File: src/rtl/muldiv_pkg.sv
// Shared op encodings and FSM state type for the iterative multiply/divide unit.
package muldiv_pkg;

   localparam logic [1:0] OP_MULTU = 2'b00;
   localparam logic [1:0] OP_MULT  = 2'b01;
   localparam logic [1:0] OP_DIVU  = 2'b10;
   localparam logic [1:0] OP_DIV   = 2'b11;

   typedef enum logic [2:0] {
      IDLE = 3'd0,
      MUL  = 3'd1,
      DIV  = 3'd2,
      FIX  = 3'd3,
      DONE = 3'd4
   } state_t;

endpackage

File: src/rtl/muldiv_abs.sv
// Combinational conditional two's-complement negate; used for operand magnitudes and result sign fix.
module muldiv_abs
   import muldiv_pkg::*;
#(
   parameter int WIDTH = 32
) (
   input  logic [WIDTH-1:0] x,
   input  logic             neg,
   output logic [WIDTH-1:0] y
);

   assign y = neg ? -x : x;

endmodule

File: src/rtl/muldiv_unit.sv
// Iterative MULT/MULTU/DIV/DIVU unit with HI/LO registers, one bit per cycle.
// Optional MULDIV_EARLY_OUT_EN: multiply exits as soon as the remaining multiplier bits are zero.
module muldiv_unit
   import muldiv_pkg::*;
#(
   parameter  int WIDTH = 32,
   localparam int CNT_W = $clog2(WIDTH) + 1
) (
   input  logic             clk,
   input  logic             reset,
   input  logic             start,
   input  logic [1:0]       op,
   input  logic [WIDTH-1:0] a,
   input  logic [WIDTH-1:0] b,
   input  logic             wr_hi,
   input  logic             wr_lo,
   input  logic [WIDTH-1:0] wdata,
   output logic             busy,
   output logic             done,
   output logic             div_zero,
   output logic [WIDTH-1:0] hi,
   output logic [WIDTH-1:0] lo,
   output state_t           dbg_state
);

   // Handshake: start is taken only while busy is low (IDLE); while busy is high
   // start and MTHI/MTLO writes are ignored, and done pulses for one cycle as hi/lo load.
   state_t               state, state_nxt;
   logic [2*WIDTH-1:0]   acc;
   logic [WIDTH-1:0]     md, mr;
   logic [CNT_W-1:0]     cnt;
   logic                 is_mul, neg_lo, neg_hi;

   logic [WIDTH-1:0]     a_mag, b_mag;
   logic                 b_zero;
   logic [WIDTH:0]       mul_sum, rem_sh, trial;
   logic [2*WIDTH-1:0]   mul_acc_nxt, div_acc_nxt, prod_sh, prod_fix;
   logic [WIDTH-1:0]     mr_nxt, quo_fix, rem_fix;
   logic                 mul_last;

   muldiv_abs #(.WIDTH(WIDTH)) u_abs_a (.x(a), .neg(op[0] & a[WIDTH-1]), .y(a_mag));
   muldiv_abs #(.WIDTH(WIDTH)) u_abs_b (.x(b), .neg(op[0] & b[WIDTH-1]), .y(b_mag));

   assign b_zero = (b == '0);

   // Multiply: add multiplicand into the upper half, then shift the whole accumulator right.
   assign mul_sum     = {1'b0, acc[2*WIDTH-1:WIDTH]} + (mr[0] ? {1'b0, md} : '0);
   assign mul_acc_nxt = {mul_sum, acc[WIDTH-1:1]};
   assign mr_nxt      = mr >> 1;

   // Divide: acc holds {remainder, dividend/quotient}; restoring trial subtract.
   assign rem_sh      = {acc[2*WIDTH-1:WIDTH], acc[WIDTH-1]};
   assign trial       = rem_sh - {1'b0, md};
   assign div_acc_nxt = trial[WIDTH] ? {rem_sh[WIDTH-1:0], acc[WIDTH-2:0], 1'b0}
                                     : {trial[WIDTH-1:0], acc[WIDTH-2:0], 1'b1};

   // An early-exited product still sits cnt bits high in the accumulator.
   assign prod_sh = acc >> cnt;

   muldiv_abs #(.WIDTH(2*WIDTH)) u_fix_p (.x(prod_sh), .neg(neg_lo), .y(prod_fix));
   muldiv_abs #(.WIDTH(WIDTH))   u_fix_q (.x(acc[WIDTH-1:0]), .neg(neg_lo), .y(quo_fix));
   muldiv_abs #(.WIDTH(WIDTH))   u_fix_r (.x(acc[2*WIDTH-1:WIDTH]), .neg(neg_hi), .y(rem_fix));

`ifdef MULDIV_EARLY_OUT_EN
   assign mul_last = (cnt == CNT_W'(1)) || (mr_nxt == '0);
`else
   assign mul_last = (cnt == CNT_W'(1));
`endif

   assign dbg_state = state;

   always_ff @(posedge clk or negedge reset) begin
      if (!reset) state <= IDLE;
      else        state <= state_nxt;
   end

   always_comb begin
      state_nxt = state;
      busy      = (state != IDLE);
      done      = (state == DONE);
      case (state)
         IDLE: begin
            if (start) begin
               if (op[1]) begin
                  state_nxt = b_zero ? FIX : DIV;
               end else begin
`ifdef MULDIV_EARLY_OUT_EN
                  state_nxt = (b_mag == '0) ? FIX : MUL;
`else
                  state_nxt = MUL;
`endif
               end
            end
         end
         MUL:     if (mul_last) state_nxt = FIX;
         DIV:     if (cnt == CNT_W'(1)) state_nxt = FIX;
         FIX:     state_nxt = DONE;
         DONE:    state_nxt = IDLE;
         default: state_nxt = IDLE;
      endcase
   end

   always_ff @(posedge clk or negedge reset) begin
      if (!reset) begin
         acc      <= '0;
         md       <= '0;
         mr       <= '0;
         cnt      <= '0;
         is_mul   <= 1'b0;
         neg_lo   <= 1'b0;
         neg_hi   <= 1'b0;
         div_zero <= 1'b0;
         hi       <= '0;
         lo       <= '0;
      end else begin
         case (state)
            IDLE: begin
               if (wr_hi) hi <= wdata;
               if (wr_lo) lo <= wdata;
               if (start) begin
                  cnt      <= CNT_W'(WIDTH);
                  is_mul   <= ~op[1];
                  md       <= op[1] ? b_mag : a_mag;
                  mr       <= b_mag;
                  div_zero <= op[1] & b_zero;
                  if (op[1] && b_zero) begin
                     // Divide by zero: result is preloaded raw and passes FIX untouched.
                     acc    <= {a, {WIDTH{1'b1}}};
                     neg_lo <= 1'b0;
                     neg_hi <= 1'b0;
                  end else begin
                     acc    <= op[1] ? {{WIDTH{1'b0}}, a_mag} : '0;
                     neg_lo <= op[0] & (a[WIDTH-1] ^ b[WIDTH-1]);
                     neg_hi <= op[0] & op[1] & a[WIDTH-1];
                  end
               end
            end
            MUL: begin
               acc <= mul_acc_nxt;
               mr  <= mr_nxt;
               cnt <= cnt - CNT_W'(1);
            end
            DIV: begin
               acc <= div_acc_nxt;
               cnt <= cnt - CNT_W'(1);
            end
            FIX: acc <= is_mul ? prod_fix : {rem_fix, quo_fix};
            DONE: begin
               hi <= acc[2*WIDTH-1:WIDTH];
               lo <= acc[WIDTH-1:0];
            end
            default: ;
         endcase
      end
   end

endmodule

File: config.mk
export PLATFORM = sky130hd
export DESIGN_NAME = muldiv_unit
export DESIGN_NICKNAME = d
export VERILOG_FILES = /design/src/rtl/muldiv_pkg.sv /design/src/rtl/muldiv_abs.sv /design/src/rtl/muldiv_unit.sv
export SDC_FILE = /design/constraint.sdc
export NUM_CORES = 1
export LEC_CHECK = 0
export ABC_AREA = 1
export BUFFER_PORTS_ARGS = -buffer_cell sky130_fd_sc_hd__buf_2
export CORE_AREA = 4 4 206 309
export CTS_CLUSTER_SIZE = 12
export DETAILED_ROUTE_END_ITERATION = 7
export DIE_AREA = 0 0 210 313
export GPL_TIMING_DRIVEN = 0
export SYNTH_ARGS = -nofsm -noshare
export SYNTH_HDL_FRONTEND = slang
export SYNTH_SLANG_ARGS = --single-unit
File: constraint.sdc
create_clock -name clk -period 8.3 [get_ports clk]
set_clock_uncertainty 0.05 [all_clocks]
set_input_delay 0.83 -clock clk [delete_from_list [all_inputs] [get_ports clk]]
set_output_delay 0.83 -clock clk [all_outputs]
set_load 0.02 [all_outputs]
==> impl_metrics.json <==
{
  "num_rows": 111,
  "die_width_um": 210,
  "wl_per_cell_um": 29.7,
  "grt_pass1_vias": 29557,
  "vias_per_cell": 6.06,
  "synth_seq_area_share_pct": 21.2,
  "antenna_found_initial": 4,
  "place_congestion": 1.10,
  "synth_area_leaders": "dfrtp_1 21%, nand2_1 16%, nand3_1 13%",
  "area_delta_synth_final_pct": 10.9,
  "antenna_left": 0,
  "dr.first_iter.drc_count": 3382,
  "synth_cell_types": 61,
  "rsz0062_at_grt": "no",
  "grt_max_degree": 78,
  "ios": 173,
  "clock.fmax_mhz": 181,
  "synth.area.mux_share_pct": 2.98,
  "critPathKind": "register to register",
  "wirelength_um": 149000,
  "max_cap_violations": 0,
  "cts_resized": 0,
  "status": "finished, final reports clean",
  "grt_pass1_wl_um": 208000,
  "fin_tns_setup_ns": 0,
  "clock_latency_ns": 0.56,
  "r2r-start": "acc[63]$_DFFE_PN0P_",
  "reg2reg_slack_ns": 2.77,
  "start_util_pct": 39.7,
  "drive_gt1_share_pct": 10.2,
  "hold_buffers": 0,
  "nets": 4371,
  "most-common-layout-cells": "1054 x nand2_1, 612 x nand3_1, 411 x inv_1, 308 x nor2_1, 302 x o21ai_0",
  "syn_avg_cell_area_sq_um": 6.05,
  "fin_crit_sh_pct": 66.6,
  "yosys_warnings": 0,
  "clkTransAtPathRegs_ns": 0.07,
  "synth_nets": 4172,
  "vias": 30303,
  "mostFrequentLayoutCell": "nand2_1",
  "clock_sinks": 205,
  "grt_remaining_overflow": 0,
  "synth_xor_area_share_pct": 3.84,
  "place_hpwl_um": 124000,
  "synth_compound_area_share_pct": 17.7,
  "synth_top_family_by_area": "simple AND/OR/NAND/NOR gates",
  "die_area_sq_mm": 0.0657,
  "cts_tree": "done",
  "cts-root-buf": "clkbuf_16",
  "drv_slew": 0,
  "synth_top_cell_by_area": "dfrtp_1",
  "synthCells": 3996,
  "cts_setup_buffers": 0,
  "htree_levels": 1,
  "yosys.area_share.simple_pct": 39.7,
  "ys_seq_elements": 205,
  "setup_viol": 0,
  "grtUsageTotal_pct": 43.6,
  "worstPathRequired_ns": 8.69,
  "core_region_area_sq_mm": 0.0608,
  "max_slew_margin_pct": 9.97,
  "cp.arrival_ns": 5.92,
  "critPathMaxFanout": 9,
  "synth_edf_count": 0,
  "synth_top_area_share_pct": 21.2,
  "post-route-drc-count": 0,
  "cts_max_path_buffers": 3,
  "min_path_type": "input pin to async pin",
  "fill_cells": 6960,
  "async_reset_ff_share_pct": 100,
  "r2r_cells": 23,
  "period_needed_ns": 5.53,
  "start_kind": "register",
  "port-buffer-count": 172,
  "worstSetupEndpointType": "register",
  "synth-adder-area-share_pct": 3.84,
  "first_pass_iters": 6,
  "reg2reg_to": "acc[28]$_DFFE_PN0P_",
  "final_hold_viol_count": 0,
  "netlist_area_sq_mm": 0.0242,
  "die_h_um": 313,
  "worstMarginPinSlew_ns": 1.35,
  "cts_made_buffers": 23,
  "synthFlopType": "dfrtp_1"
}
==> cell usage after synthesis (10+ instances only) <==
master and n:
clkbuf_1 117, inv_1 411, o211ai_1 16, a21oi_2 10
buf_6 13, nand4_1 37, nor3_1 40, o21ai_0 302
nand2_2 19, nand3_1 612, a21boi_0 10, a221oi_1 24
nor2_2 14, o21ai_1 34, a22oi_1 11, a21oi_1 196
xor2_1 70, mux2_2 64, nor4_1 13, nand2_1 1054
dfrtp_1 205, inv_2 12, nor2_1 308, buf_1 25
ha_1 71, a31oi_1 24, buf_4 10, buf_2 38
o221ai_1 55, nand3b_1 34, xnor2_1 36
==> final cells by class <==
cell class	count	area (sq um)	share of cell area (%)
repair buffers	174	926	3.46
clock inverters	8	114	0.425
multi-input cells	3155	16500	61.4
flip-flops and latches	205	5130	19.1
diodes	1	2.50	0.00934
inverters	433	1640	6.12
clock buffers	28	594	2.22
plain buffers	203	945	3.53
well taps	791	990	3.69
==> worst max-delay path: stages, from the launching register on <==
cell      delay [ns]
dfrtp_1         0.35
buf_2           0.28
inv_1           0.51
o21ai_1         1.13
nand3_1         0.21
nand3_1         0.23
nand3_1         0.14
nand2_1         0.42
a21oi_2         0.16
ha_1            0.25
inv_1           0.11
nor2_4          0.06
nand2_2         0.15
nor2_8          0.10
nand2_4         0.07
nand2_2         0.14
nand2_2         0.14
clkinv_2        0.10
o21ai_1         0.09
nand3_1         0.29
nand2_1         0.16
nand2_1         0.06
nand3_1         0.11
nand2_1         0.07
==> cells by family (layout without fill, tap and decap cells) <==
family | Yosys count | after routing
AO/OA/AOI/OAI | 733 | 733
multiplexers | 64 | 64
flip-flops | 205 | 205
adder cells (fa/ha/maj) | 73 | 73
XOR/XNOR | 106 | 106
AND/OR/NAND/NOR | 2179 | 2179
buffers and inverters | 636 | 846
other | 0 | 1
==> per-layer routing <==
metal | GRT usage [%] | up-vias | routed length, um
met3 | 4.41 | 627 | 9670
met5 | 0 | - | 9
met4 | 43.7 | 2 | 19400
met2 | 74.2 | 1674 | 70300
li1 | - | 13819 | -
met1 | 45.6 | 14181 | 49300
==> sequential cells by signal, indices dropped and copies added, names as in the netlist <==
signal,flops
md,32
acc,64
div_zero,1
neg_hi,1
dbg_state,3
lo,32
is_mul,1
cnt,6
mr,32
hi,32
neg_lo,1
==> how the worst max path moves through the flow <==
stage / from / to / slack [ns] / cells after the start
after floorplan: mr[0]$_DFFE_PN0P_ / acc[53]$_DFFE_PN0P_ / 5.11 / 24
after global placement: reset / acc[61]$_DFFE_PN0P_ / 2.57 / 1
after detailed placement: mr[0]$_DFFE_PN0P_ / acc[63]$_DFFE_PN0P_ / 3.61 / 24
after CTS: mr[0]$_DFFE_PN0P_ / acc[63]$_DFFE_PN0P_ / 3.56 / 24
after global routing: acc[63]$_DFFE_PN0P_ / acc[28]$_DFFE_PN0P_ / 2.78 / 23
final: acc[63]$_DFFE_PN0P_ / acc[28]$_DFFE_PN0P_ / 2.77 / 23
==> stage by stage <==
stage	cells	area (sq um)	setup WS, ns	utilization [%]	hold WS (ns)
after floorplan	3996	24200	5.11	-	0.402
after global placement	4959	26000	2.57	42.8	0.418
after detailed placement	4961	26100	3.61	42.9	0.424
after CTS	4997	26800	3.56	44.0	0.186
after global routing	4997	26800	2.78	44.0	0.204
final	4998	26800	2.77	44.0	0.169
Power is not shown: default switching activity piles up to over one toggle a cycle in this logic, so the estimate is an artifact.
